## config.mk

```make
export PLATFORM = sky130hd
export DESIGN_NAME = sipo_deserializer
export DESIGN_NICKNAME = d
export VERILOG_FILES = /design/src/rtl/sipo_deserializer_pkg.sv /design/src/rtl/sipo_deserializer_mod_n_counter.sv /design/src/rtl/sipo_deserializer.sv
export SDC_FILE = /design/constraint.sdc
export NUM_CORES = 1
export LEC_CHECK = 0
export CAP_MARGIN = 5
export CORE_MARGIN = 4
export CORE_UTILIZATION = 50
export DETAILED_ROUTE_END_ITERATION = 10
export PLACE_DENSITY = 0.77
export SLEW_MARGIN = 10
export SYNTH_ARGS = -nofsm -noshare
export SYNTH_HDL_FRONTEND = slang
export SYNTH_HIERARCHICAL = 1
export SYNTH_SLANG_ARGS = --single-unit
```

## constraint.sdc

```tcl
create_clock -name clk -period 2.2 [get_ports clk]
set_input_delay 0.33 -clock clk [delete_from_list [all_inputs] [get_ports clk]]
set_output_delay 0.33 -clock clk [all_outputs]
set_load 0.005 [all_outputs]
```

## src/rtl/sipo_deserializer_pkg.sv

```systemverilog
// ----------------------------------------------------------------------------
// sipo_deserializer_pkg
//   Shared definitions for the serial-in/parallel-out deserializer slice.
//   Contents:
//     state_e  - frame FSM encoding (ST_COLLECT = 1'b0, ST_PARITY = 1'b1)
//     cnt_w()  - bit-counter width helper, $clog2(n) clamped to at least 1
//   Optional feature macro used by the importing files: SIPO_PARITY_EN
// ----------------------------------------------------------------------------
package sipo_deserializer_pkg;

    typedef enum logic {
        ST_COLLECT = 1'b0,
        ST_PARITY  = 1'b1
    } state_e;

    // Width needed to count 0..n-1. A count of one still needs a 1-bit
    // register so that the port never collapses to zero width.
    function automatic int cnt_w(input int n);
        return (n > 1) ? $clog2(n) : 1;
    endfunction

endpackage

```

## src/rtl/sipo_deserializer_mod_n_counter.sv

```systemverilog
// ----------------------------------------------------------------------------
// mod_n_counter
//   Modulo-N up counter used as the deserializer's bit counter.
//   Counts 0..N-1 on enabled cycles and wraps back to 0.
//   Ports:
//     clk   in   rising-edge clock
//     rst   in   synchronous, active-high reset (count returns to 0)
//     en    in   advance the count this cycle
//     cnt   out  current count, cnt_w(N) bits
//     wrap  out  combinational: en is high while cnt is at N-1
// ----------------------------------------------------------------------------
module mod_n_counter
    import sipo_deserializer_pkg::*;
#(
    parameter int N = 8
) (
    input  logic                clk,
    input  logic                rst,
    input  logic                en,
    output logic [cnt_w(N)-1:0] cnt,
    output logic                wrap
);

    localparam int           W    = cnt_w(N);
    localparam logic [W-1:0] LAST = W'(N - 1);

    assign wrap = en && (cnt == LAST);

    // NOTE: sequential state is always written with non-blocking assignments
    // so every register samples the pre-edge values of its neighbours.
    always_ff @(posedge clk) begin
        if (rst) begin
            cnt <= '0;
        end else if (en) begin
            cnt <= wrap ? '0 : cnt + W'(1);
        end
    end

endmodule

```

## src/rtl/sipo_deserializer.sv

```systemverilog
// ----------------------------------------------------------------------------
// sipo_deserializer
//   Receive end of the shift-register datapath. Takes one bit per sin_valid
//   strobe, assembles DATA_W-bit words and hands each word to a one-entry
//   output register with a valid/ready handshake. Shifting never stalls: a
//   word completing while the held word is still unaccepted is dropped and
//   flagged with a one-cycle overrun pulse.
//
//   Optional feature macro: SIPO_PARITY_EN
//     defined   - each frame is DATA_W data bits plus one even-parity bit;
//                 parity_err qualifies pout and a bad word is still delivered
//     undefined - the last data bit completes the word; no parity_err port
//
//   Parameters:
//     DATA_W     word width in bits (>= 2)
//     MSB_FIRST  1: first received bit lands in pout[DATA_W-1]; 0: in pout[0]
//   Ports:
//     clk         in   rising-edge clock
//     rst         in   synchronous, active-high reset, highest priority
//     sin         in   serial data bit
//     sin_valid   in   sin is sampled on edges where this is 1
//     out_ready   in   consumer accepts pout while pout_valid is 1
//     pout        out  assembled word, stable while held and not popped
//     pout_valid  out  pout holds an unconsumed word
//     busy        out  a partial frame is in progress
//     overrun     out  one-cycle pulse: a completed word was dropped
//     parity_err  out  (SIPO_PARITY_EN only) parity of the word in pout failed
// ----------------------------------------------------------------------------
module sipo_deserializer
    import sipo_deserializer_pkg::*;
#(
    parameter int DATA_W    = 8,
    parameter bit MSB_FIRST = 1'b1
) (
    input  logic              clk,
    input  logic              rst,
    input  logic              sin,
    input  logic              sin_valid,
    input  logic              out_ready,
    output logic [DATA_W-1:0] pout,
    output logic              pout_valid,
    output logic              busy,
`ifdef SIPO_PARITY_EN
    output logic              overrun,
    output logic              parity_err
`else
    output logic              overrun
`endif
);

    localparam int CNT_W = cnt_w(DATA_W);

    state_e             state;
    state_e             state_next;
    logic [DATA_W-1:0]  sr;
    logic [DATA_W-1:0]  sr_next;
    logic [DATA_W-1:0]  word;
    logic [CNT_W-1:0]   cnt;
    logic               bit_en;
    logic               wrap;
    logic               complete;
    logic               pop;
`ifdef SIPO_PARITY_EN
    logic               perr_calc;
`endif

    // Data bits are only taken while collecting; the parity bit is not
    // shifted into the word.
    assign bit_en = sin_valid && (state == ST_COLLECT);
    assign pop    = pout_valid && out_ready;

    // ------------------------------------------------------------------
    // Bit counter
    // ------------------------------------------------------------------
    mod_n_counter #(
        .N (DATA_W)
    ) u_bit_cnt (
        .clk  (clk),
        .rst  (rst),
        .en   (bit_en),
        .cnt  (cnt),
        .wrap (wrap)
    );

    // ------------------------------------------------------------------
    // Shift register
    // ------------------------------------------------------------------
    always_comb begin
        if (MSB_FIRST) begin
            sr_next = {sr[DATA_W-2:0], sin};
        end else begin
            sr_next = {sin, sr[DATA_W-1:1]};
        end
    end

    always_ff @(posedge clk) begin
        if (rst) begin
            sr <= '0;
        end else if (bit_en) begin
            sr <= sr_next;
        end
    end

    // ------------------------------------------------------------------
    // Frame FSM: state register
    // ------------------------------------------------------------------
    always_ff @(posedge clk) begin
        if (rst) begin
            state <= ST_COLLECT;
        end else begin
            state <= state_next;
        end
    end

    // ------------------------------------------------------------------
    // Frame FSM: next-state logic
    // ------------------------------------------------------------------
    // NOTE: every signal assigned in a combinational block gets a default
    // first, so no path through the block leaves it unassigned (no latch).
    always_comb begin
        state_next = state;
        unique case (state)
            ST_COLLECT: begin
`ifdef SIPO_PARITY_EN
                if (wrap) state_next = ST_PARITY;
`endif
            end
            ST_PARITY: begin
                if (sin_valid) state_next = ST_COLLECT;
            end
            default: state_next = ST_COLLECT;
        endcase
    end

    // ------------------------------------------------------------------
    // Frame FSM: outputs
    // ------------------------------------------------------------------
    // The completion edge either samples the last data bit (word taken from
    // the shift-register input so it is available on that same edge) or,
    // with parity, samples the parity bit after the word is already in sr.
    always_comb begin
        busy     = (cnt != '0) || (state == ST_PARITY);
`ifdef SIPO_PARITY_EN
        complete  = sin_valid && (state == ST_PARITY);
        word      = sr;
        perr_calc = (^sr) ^ sin;
`else
        complete  = wrap;
        word      = sr_next;
`endif
    end

    // ------------------------------------------------------------------
    // Output register and handshake
    // ------------------------------------------------------------------
    // A completing word is accepted when the slot is empty or is being
    // popped on this very edge, giving back-to-back delivery without a
    // bubble. Otherwise the new word is dropped and the held one kept.
    always_ff @(posedge clk) begin
        if (rst) begin
            pout       <= '0;
            pout_valid <= 1'b0;
            overrun    <= 1'b0;
`ifdef SIPO_PARITY_EN
            parity_err <= 1'b0;
`endif
        end else begin
            overrun <= 1'b0;
            if (complete) begin
                if (!pout_valid || out_ready) begin
                    pout       <= word;
                    pout_valid <= 1'b1;
`ifdef SIPO_PARITY_EN
                    parity_err <= perr_calc;
`endif
                end else begin
                    overrun <= 1'b1;
                end
            end else if (pop) begin
                pout_valid <= 1'b0;
            end
        end
    end

endmodule

```

After elaboration in Yosys (flattened, before gate mapping) --
Index checks and enable logic that the tools add are counted.
Storage, ports and cells: register bits 21, input bits 5, output and inout port bits 11
Operators by class: mux-type cells 6, reduce and logical (&&, ||, !) cells 12, add/sub/neg operators 1, eq/ne operators 2, bitwise gates (word level) 2
Operators by type and width (number):
- $mux 1 | 5
- $reduce_and 2->1 | 2
- $reduce_or 2->1 | 2
- $add 3x1->3 const B | 1
- $eq 3x3->1 const B | 1
- $logic_and 1x1->1 | 3
- $mux 3 | 1
- $reduce_bool 3->1 | 1
- $logic_or 1x1->1 | 2
- $ne 2x2->1 const B | 1
- $not 1->1 | 2
- $reduce_bool 2->1 | 1
- $logic_not 1->1 | 1

Depth between registers and ports, before layout --
Gate-level depths: netlist of run 1.
word-level depth 5, depth in mapped cells 7, mapped depth without buffers 5

By module --
The synthesis of run 1 kept the hierarchy.
Modules (own cells, without submodules):
- sipo_deserializer | seq. area each 360.3 µm², cells an instance 76, times used 1, area each 740.7 µm²
- mod_n_counter | seq. area each 60.1 µm², cells an instance 14, times used 1, area each 147.6 µm²

Least setup slack after synthesis of run 1 --
OpenSTA, ideal clock, no wires.
path kind register to register, start register u_bit_cnt.cnt[0], end register pout[0], setup time 0.119 ns, stages on the path, launching flop included 7, buffers on the path 1, arrival time 1.230 ns, path slack 0.852 ns, cells stage by stage dfxtp_1 ha_1 ha_1 and2_1 a21boi_2 buf_6 mux2i_1
Between the ends: longest elaborated chain between the ends 3
RTL lines:
- start, declared | line sipo_deserializer_mod_n_counter.sv:20 | output logic [cnt_w(N)-1:0] cnt,
- start signal, assigned | line sipo_deserializer_mod_n_counter.sv:35 | cnt <= wrap ? '0 : cnt + W'(1);
- $eq 3x3->1 | line sipo_deserializer_mod_n_counter.sv:27 | assign wrap = en && (cnt == LAST);
- $logic_and 1x1->1 | line sipo_deserializer_mod_n_counter.sv:27
- named net complete | line sipo_deserializer.sv:61 | logic complete;
- $reduce_and 2->1 (no source line)
- end signal, assigned | line sipo_deserializer.sv:171 | pout <= word;
- end, declared | line sipo_deserializer.sv:40 | output logic [DATA_W-1:0] pout,
The timed path passes the listed nets, and every way through them passes these cells. A chain may end at the register's enable or synchronous reset.

Worst setup path in the final report of run 1 --
start register state, end output port busy
Between the ends: longest elaborated chain between the ends 1
RTL lines:
- start, declared | line sipo_deserializer.sv:53 | state_e state;
- start signal, assigned | line sipo_deserializer.sv:111 | state <= state_next;
- $logic_or 1x1->1 | line sipo_deserializer.sv:142 | busy = (cnt != '0) || (state == ST_PARITY);
- end, declared | line sipo_deserializer.sv:42 | output logic busy,
No other way between the ends.

==> out/results.env, run 1 <==
SYNTHDOMINANTAREACELLTYPE='sky130_fd_sc_hd__dfxtp_1'
DRC=0
ROUTED_WIRE_LENGTH_PER_INSTANCE_UM=10.6
CTS_TREE='built'
DESIGN_AREA_UM2=1090
DETAIL_ROUTE.VIAS_PER_CELL=4.76
HOLDPATHSTAGES=2
SYNTH_AREA_PER_CELL_UM2=9.87
HOLD_BUFFERS=0
GRT_FIRST_PASS_WIRELENGTH_UM=2590
PERIOD_SHARE_PCT=88.6
TIMING.SETUP.CRITICAL_PATH_CLASS='reg -> out'
MULTIINPUTGATEAREA_UM2=424
PORT_BUFFERS=15
LAYOUT.AREA.SEQ_UM2=420
CLOCKPOWERSHARE_PCT=29.4
SYN-CELL-AREA_UM2=888
NUMBER_OF_GLOBAL_ROUTE_VIAS_BEFORE_REPAIR=599
SYNTHTOPCELLSBYCOUNT='sky130_fd_sc_hd__dfxtp_1, sky130_fd_sc_hd__nand2b_1, sky130_fd_sc_hd__nand2_1, sky130_fd_sc_hd__mux2i_1, sky130_fd_sc_hd__a21oi_1'
PLACED_AREA_UM2=1060
FINAL-MAX-SLEW-VIOLATION-COUNT=0
DETAIL_ROUTE.FIRST_PASS.ITERATIONS=6
YOSYSMOSTFREQUENTCELL='sky130_fd_sc_hd__dfxtp_1'
POST_SYNTH_INST_COUNT=90
ROUTED_WL_UM=1390
SEQPWRFRAC_PCT=62.6
SHARE_OF_FINAL_LAYOUT_STANDARD_CELLS_STRONGER_THAN_DRIVE_STRENGTH_1_PCT=12.1
REMAINING_NUMBER_OF_NETS_FLAGGED_BY_THE_ANTENNA_CHECK_AFTER_ROUTING=0
SYNTH_SEQUENTIAL_AREA_RATIO_PCT=47.3
RRSETUPSLACK_NS=0.75
POST_ROUTE_CLOCK_SKEW_NS=0.00779
YS_TOP_CELLS_BY_AREA='sky130_fd_sc_hd__dfxtp_1, sky130_fd_sc_hd__nand2b_1, sky130_fd_sc_hd__mux2i_1'
LAYOUTNONFILLERINSTCOUNT=131
CRITICAL-PATH-MAX-STAGE-DELAY_NS=0.52
CRITICAL_PATH_SINK_TYPE='primary output'
LAYOUT_MIN_CYCLE_TIME_NS=1.95
SYNTH-WARNING-COUNT=6
P_INT_mW=0.480
REGTOREGSTARTPOINT='u_bit_cnt/cnt[0]'
MAX_SLEW.WORST_PIN.SLEW_NS=0.347
HOLD_PATH_END='pout[1]'
CTS_RESIZED=0
ACHIEVABLE-FREQUENCY_MHz=513
HPWL_UM=1010
CTS_ROOT_BUF='sky130_fd_sc_hd__clkbuf_4'
FIN_WS_NS=0.251
OVERFLOW=0
NUMBER_OF_SYNTHESIZED_REGISTER_BITS=21
GRT_SETUP_UNREPAIRED='no'
GRT_MAX_DEGREE=22
WORST-PATH-MAX-FANOUT=3
FFS_W_ASYNC_S_R_SYNTH_PCT=0
TRITONCTS_NUM_SINKS=21
RUN_STATUS='completed'
POSTSYNTH.TOPFLOPCELL='sky130_fd_sc_hd__dfxtp_1'
INITIAL_UTILIZATION_PCT=55.7
IO_PINS=16
N_ANTENNA_CELL=0
NUMBER_OF_BUFFERS_ADDED_FOR_SETUP_AFTER_CTS=0
WORSTPATHARRIVAL_NS=1.62
CRITICAL-PATH-SLOWEST-CELL='sky130_fd_sc_hd__or4_1'
DR_TOTAL_VIAS=623
AREA.GROWTH.SYNTH_TO_FINAL_PCT=23.0
POWER_PER_CELL_AREA_nW_PER_UM2=569
FLOORPLAN.DIE.HEIGHT_UM=50.2
POWER.SWITCHING_mW=0.142
WORST-R2R-CELL-COUNT=6
NUMBER_OF_ENABLE_TYPE_REGISTER_CELLS_IN_THE_SYNTHESIZED_NETLIST=0
DRTITER0DRC=12
FINALHOLDVIOLATIONS=0
PLACEMENT.SETUP.WORST_SLACK_NS=0.360
INSERTION_DELAY_NS=0.30
FIN_NETS=115
GP_CONGESTION=0.807
WORST_HOLD_PATH_TYPE='reg -> reg'
CORE_AREA_UM2=1590
SWITCHING_SHARE_PCT=22.8
CP.REQUIRED_NS=1.87
CLK_PIN_SLEW_NS=0.12
DP.CELLS=127
WORST_IR_DROP_VDD_uV=357
HOLD_PATH_STARTPOINT='pout[1]'
CTS.HTREE.LEVELS=1
CTS_MAX_PATH_BUFFERS=2
NUM_ROWS=14
CAPTURE_POINT_OF_THE_WORST_REG_TO_REG_PATH='pout[0]'
NUMCTSBUFFERS=3
FINALPOWER_mW=0.622
SYNTH.NET_COUNT=97
SETUP_VIOL=0
DIE_WIDTH_UM=50.2
POWER.LEAKAGE_nW=0.375
MAX_SLEW_MARGIN_PCT=76.8
DIEAREA_UM2=2520
SYNTH_CELL_TYPES=21
CRITPATHLAUNCHTYPE='register'
FIN_TNS_SETUP_NS=0
CRIT_PATH_CELL_TRACE='or4_1, clkdlybuf4s50_1'
ANTENNA_VIOLATIONS_BEFORE_REPAIR=0
FILLER_CELL_COUNT=129
NETLIST.AREA_LEADER.SHARE_PCT=47.3
GLOBAL_ROUTE.USAGE.TOTAL_PCT=13.1
TIMING.MAX_CAP.VIOLATIONS=0
POWER_FRAC_COMB_PCT=8.1
-- cell families (layout without fill, tap and decap cells) --
| family | count (synthesis) | after routing | share of synthesized area (%) |
|---|---|---|---|
| compound gates | 11 | 11 | 7.75 |
| mux | 9 | 9 | 10.1 |
| flops | 21 | 21 | 47.3 |
| simple gates | 41 | 41 | 27.0 |
| fa+ha+maj | 2 | 2 | 2.82 |
| buf+inv | 6 | 23 | 4.93 |
-- layout make-up --
cell class	instances	area share, %
Tap cell	24	2.75
Sequential cell	21	38.5
Inverter	2	1.15
Clock inverter	1	0.458
Clock buffer	3	2.06
Timing Repair Buffer	17	16.3
Multi-Input combinational cell	63	38.8
-- power by group through the flow --
stage | registers, mW | clock network (mW) | logic (mW)
2_1_floorplan | 0.397 | 0 | 0.0298
3_3_place_gp | 0.398 | 0 | 0.0493
5_1_grt | 0.390 | 0.206 | 0.0564
3_5_place_dp | 0.398 | 0 | 0.0500
4_1_cts | 0.389 | 0.185 | 0.0508
6_report | 0.389 | 0.183 | 0.0502
-- state kept, by name (all words and copies together), names as in the netlist --
| register | count |
|---|---|
| overrun | 1 |
| state | 1 |
| u_bit_cnt/cnt | 3 |
| sr | 7 |
| pout | 8 |
| pout_valid | 1 |
-- worst max-delay path by stage --
stage | endpoint | from | slack (ns) | cells after the start
final | busy | state | 0.25 | 2
after global routing | busy | state | 0.17 | 2
after CTS | busy | state | 0.24 | 2
after detailed placement | pout[0] | sin_valid | 0.36 | 7
after global placement | pout[1] | sin_valid | 0.38 | 7
after floorplan | pout[0] | u_bit_cnt/cnt[0] | 0.85 | 6
-- metal layers --
layer,vias up,track usage (%),part of all wire (%)
li1,331,-,-
met1,269,17.4,47
met2,21,21.1,45
met3,2,2.07,6.5
met4,0,5.53,0.50
met5,-,0,0
-- critical path, delay by kind of cell, from the launching register on --
kind | cells | cell delay, ns
buffers and inverters | 1 | 0.46
DFF | 1 | 0.34
and+or+nand+nor | 1 | 0.52
-- through the flow --
step / utilization [%] / hold WS [ns]
2_1_floorplan: - / 0.392
3_3_place_gp: 66.8 / 0.462
3_5_place_dp: 66.8 / 0.459
4_1_cts: 68.5 / 0.481
5_1_grt: 68.5 / 0.506
6_report: 68.5 / 0.475
-- cells in the final DEF, fill, tap and decap left out --
master                            Yosys  layout
sky130_fd_sc_hd__a21oi_2              2       2
sky130_fd_sc_hd__nor4bb_2             1       1
sky130_fd_sc_hd__nand2b_4             1       1
sky130_fd_sc_hd__clkinv_2             0       1
sky130_fd_sc_hd__a21oi_1              8       8
sky130_fd_sc_hd__nand3b_1             1       1
sky130_fd_sc_hd__and2_1               1       1
sky130_fd_sc_hd__dfxtp_1             21      21
sky130_fd_sc_hd__a21boi_2             1       1
sky130_fd_sc_hd__ha_1                 2       2
sky130_fd_sc_hd__inv_2                1       1
sky130_fd_sc_hd__nor2_1               2       2
sky130_fd_sc_hd__nor3b_1              1       1
sky130_fd_sc_hd__or4_1                1       1
sky130_fd_sc_hd__nand2_1             14      14
sky130_fd_sc_hd__clkbuf_4             0       3
sky130_fd_sc_hd__clkdlybuf4s50_1      0      15
sky130_fd_sc_hd__mux2i_1              9       9
sky130_fd_sc_hd__or3b_1               1       1
sky130_fd_sc_hd__inv_6                1       1
sky130_fd_sc_hd__buf_12               0       1
sky130_fd_sc_hd__buf_4                0       1
sky130_fd_sc_hd__nand2b_1            18      18
Power figures use the tool's default switching activity.
==> inputs of run 2 (changes only) <==
--- a/config.mk
+++ b/config.mk
@@ -8,6 +8,7 @@
 export CAP_MARGIN = 5
 export CORE_MARGIN = 4
 export CORE_UTILIZATION = 50
+export CTS_CLUSTER_DIAMETER = 30
 export DETAILED_ROUTE_END_ITERATION = 10
 export PLACE_DENSITY = 0.77
 export SLEW_MARGIN = 10
==> constraint.sdc (replaced) <==
create_clock -name clk -period 2.4 [get_ports clk]
set_input_delay 0.36 -clock clk [delete_from_list [all_inputs] [get_ports clk]]
set_output_delay 0.36 -clock clk [all_outputs]
set_load 0.005 [all_outputs]
==> run 2 against run 1 <==
  * Via count up 3.5%
  * Register-to-register slack worse by 0.04 ns
  * Final area down 1.1%
  * Combinational power down 11%
  * Wire length up 6.8%
  * Critical path depth unchanged
  * Sequential cell count unchanged
  * Utilization down 0.78 points
  * Sequential power down 8.2%
  * First-iteration DRC count up 92%
  * Global-route usage up 0.24 points
  * Clock skew down 0.0031 ns
==> out/results.env, run 2 (same netlist as run 1, synthesis figures left out) <==
CLK_PIN_SLEW_NS=0.11  # about the same
REMAINING_NUMBER_OF_NETS_FLAGGED_BY_THE_ANTENNA_CHECK_AFTER_ROUTING=0  # unchanged
INSERTION_DELAY_NS=0.30  # about the same
LAYOUT.CELLS.MOST_COMMON_LIST='sky130_fd_sc_hd__dfxtp_1, sky130_fd_sc_hd__nand2b_1, sky130_fd_sc_hd__clkdlybuf4s50_1'
TRITONCTS_NUM_SINKS=21  # unchanged
CRIT_PATH_CELL_TRACE='or4_1, clkdlybuf4s50_1'
POWER_PER_CELL_AREA_nW_PER_UM2=525  # -7.8%
NUMCTSBUFFERS=3  # unchanged
N_ANTENNA_CELL=0  # unchanged
NUMBER_OF_GLOBAL_ROUTE_VIAS_BEFORE_REPAIR=599  # unchanged
CTS_RESIZED=0  # unchanged
OVERFLOW=0  # unchanged
AREA.GROWTH.SYNTH_TO_FINAL_PCT=21.5
ANTENNA_VIOLATIONS_BEFORE_REPAIR=0  # unchanged
REGMOSTFLOPS='pout'
CTS.HTREE.LEVELS=1  # unchanged
CRIT_END='busy'
CTS_ROOT_BUF='sky130_fd_sc_hd__clkbuf_4'
LARGESTREGISTERS='pout: 8 flops, sr: 7 flops, u_bit_cnt/cnt: 3 flops'
SETUP_VIOL=0  # unchanged
IO_PINS=16  # unchanged
PORT_BUFFERS=15  # unchanged
FINALCOREUTILIZATION_PCT=67.7  # -0.78 points
FIN_NETS=115  # unchanged
ROUTED_WIRE_LENGTH_PER_INSTANCE_UM=11.3  # +6.8%
PLACEMENT.SETUP.WORST_SLACK_NS=0.282  # -0.0779 ns
DR_TOTAL_VIAS=645  # +3.5%
DRC=0  # unchanged
ROUTED_WL_UM=1490  # +6.8%
LARGEST_REG_FLOPS=8  # unchanged
GLOBAL_ROUTE.USAGE.TOTAL_PCT=13.4  # +0.24 points
CRITICAL_PATH_BUF_INV_COUNT=1  # unchanged
DETAIL_ROUTE.VIAS_PER_CELL=4.92  # +3.5%
DETAIL_ROUTE.FIRST_PASS.ITERATIONS=4  # -2
FINALHOLDVIOLATIONS=0  # unchanged
GRT_SETUP_UNREPAIRED='no'
HPWL_UM=1080  # +6.8%
RUN_STATUS='completed'
DIE_WIDTH_UM=50.2  # unchanged
RRSETUPSLACK_NS=0.71  # -0.04 ns
HOLD_BUFFERS=0  # unchanged
FIN_WS_NS=0.423  # +0.173 ns
REGTOREGSTARTPOINT='u_bit_cnt/cnt[0]'
FINAL-MAX-SLEW-VIOLATION-COUNT=0  # unchanged
POST_ROUTE_CLOCK_SKEW_NS=0.00471  # -0.00308 ns
CAPTURE_POINT_OF_THE_WORST_REG_TO_REG_PATH='pout[3]'
LAYOUT_MIN_CYCLE_TIME_NS=1.98
ACHIEVABLE-FREQUENCY_MHz=506
LAYOUTNONFILLERINSTCOUNT=131  # unchanged
DRTITER0DRC=23  # +11
MAX_SLEW.WORST_PIN.SLEW_NS=0.712  # +0.365 ns
WORST-R2R-CELL-COUNT=5  # -1
FIN_TNS_SETUP_NS=0  # unchanged
CRITICAL_PATH_SINK_TYPE='primary output'
CP_TOP_FAMILY='simple AND/OR/NAND/NOR gates'
WORSTPATHARRIVAL_NS=1.62  # about the same
DIEAREA_UM2=2520  # unchanged
WORST-PATH-MAX-FANOUT=3  # unchanged
FINALPOWER_mW=0.567  # -8.8%
FLOORPLAN.DIE.HEIGHT_UM=50.2  # unchanged
WORST_IR_DROP_VDD_uV=350  # -2.0%
HOLD_PATH_STARTPOINT='pout[4]'
SHARE_OF_FINAL_LAYOUT_STANDARD_CELLS_STRONGER_THAN_DRIVE_STRENGTH_1_PCT=12.1  # unchanged
DP.CELLS=127  # unchanged
GRT_FIRST_PASS_WIRELENGTH_UM=2570  # -0.81%
MULTIINPUTGATEAREA_UM2=424  # unchanged
CRITICAL-PATH-MAX-STAGE-DELAY_NS=0.52  # about the same
CTS_MAX_PATH_BUFFERS=2  # unchanged
CTS_TREE='built'
CP.REQUIRED_NS=2.04  # +0.17 ns
NUMBER_OF_BUFFERS_ADDED_FOR_SETUP_AFTER_CTS=0  # unchanged
POWER.LEAKAGE_nW=0.370  # -1.4%
PERIOD_SHARE_PCT=82.4
MAX_SLEW_MARGIN_PCT=52.4  # -24 points
CRITPATHLAUNCHTYPE='register'
CRITICAL-PATH-SLOWEST-CELL='sky130_fd_sc_hd__or4_1'
GP_CONGESTION=0.809  # +0.15%
TIMING.SETUP.CRITICAL_PATH_CLASS='reg -> out'
WORST_HOLD_PATH_TYPE='reg -> reg'
WORST-PATH-STAGES=2  # unchanged
TIMING.MAX_CAP.VIOLATIONS=0  # unchanged
MOST_FREQUENT_STANDARD_CELL_IN_THE_LAYOUT_EXCLUDING_FILL_AND_TAP_CELLS='sky130_fd_sc_hd__dfxtp_1'
INITIAL_UTILIZATION_PCT=55.7  # unchanged
LAYOUT.AREA.SEQ_UM2=420  # unchanged
CORE_AREA_UM2=1590  # unchanged
NUM_ROWS=14  # unchanged
GRT_MAX_DEGREE=26  # +18%
TIMING.CRITICAL_PATH.FROM='state'
FILLER_CELL_COUNT=131  # +1.6%
==> run 2: worst min-delay path by stage <==
stage,endpoint,depth (start not counted)
final,pout[4],2
after global routing,sr[6],2
after CTS,sr[6],2
after detailed placement,sr[6],2
after global placement,pout[2],2
after floorplan,u_bit_cnt/cnt[0],1
==> run 2: final cells by class <==
| type | count | share of cell area [%] |
|---|---|---|
| Clock inverter | 1 | 0.463 |
| Timing Repair Buffer | 17 | 15.3 |
| Tap cell | 24 | 2.78 |
| Inverter | 2 | 1.16 |
| Sequential cell | 21 | 38.9 |
| Multi-Input combinational cell | 63 | 39.3 |
| Clock buffer | 3 | 2.09 |
==> run 2: report_power, final <==
| group | internal (mW) | switching (mW) |
|---|---|---|
| Sequential | 0.353 | 0.00368 |
| Combinational | 0.0239 | 0.0210 |
| Clock | 0.0621 | 0.103 |
==> run 2: metrics by stage <==
stage,cell area (µm²),hold slack [ns]
after CTS,1080,0.481
after global routing,1080,0.509
final,1080,0.481
after floorplan,888,0.422
after detailed placement,1050,0.464
after global placement,1050,0.464
==> run 2: layer usage <==
layer	track usage, %	vias up	part of all wire (%)	routed length (µm)
li1	-	335	-	-
met1	15.4	282	46	683
met2	22.6	24	46	688
met3	2.66	4	5.8	86
met4	8.29	0	1.9	28
met5	0	-	0	0
==> run 2: worst register-to-register path, cell delays in order (launching register included) <==
cell and delay (ns):
sky130_fd_sc_hd__dfxtp_1 0.38, sky130_fd_sc_hd__ha_1 0.16, sky130_fd_sc_hd__ha_1 0.18, sky130_fd_sc_hd__and2_1 0.18, sky130_fd_sc_hd__a21boi_2 0.49, sky130_fd_sc_hd__mux2i_1 0.24
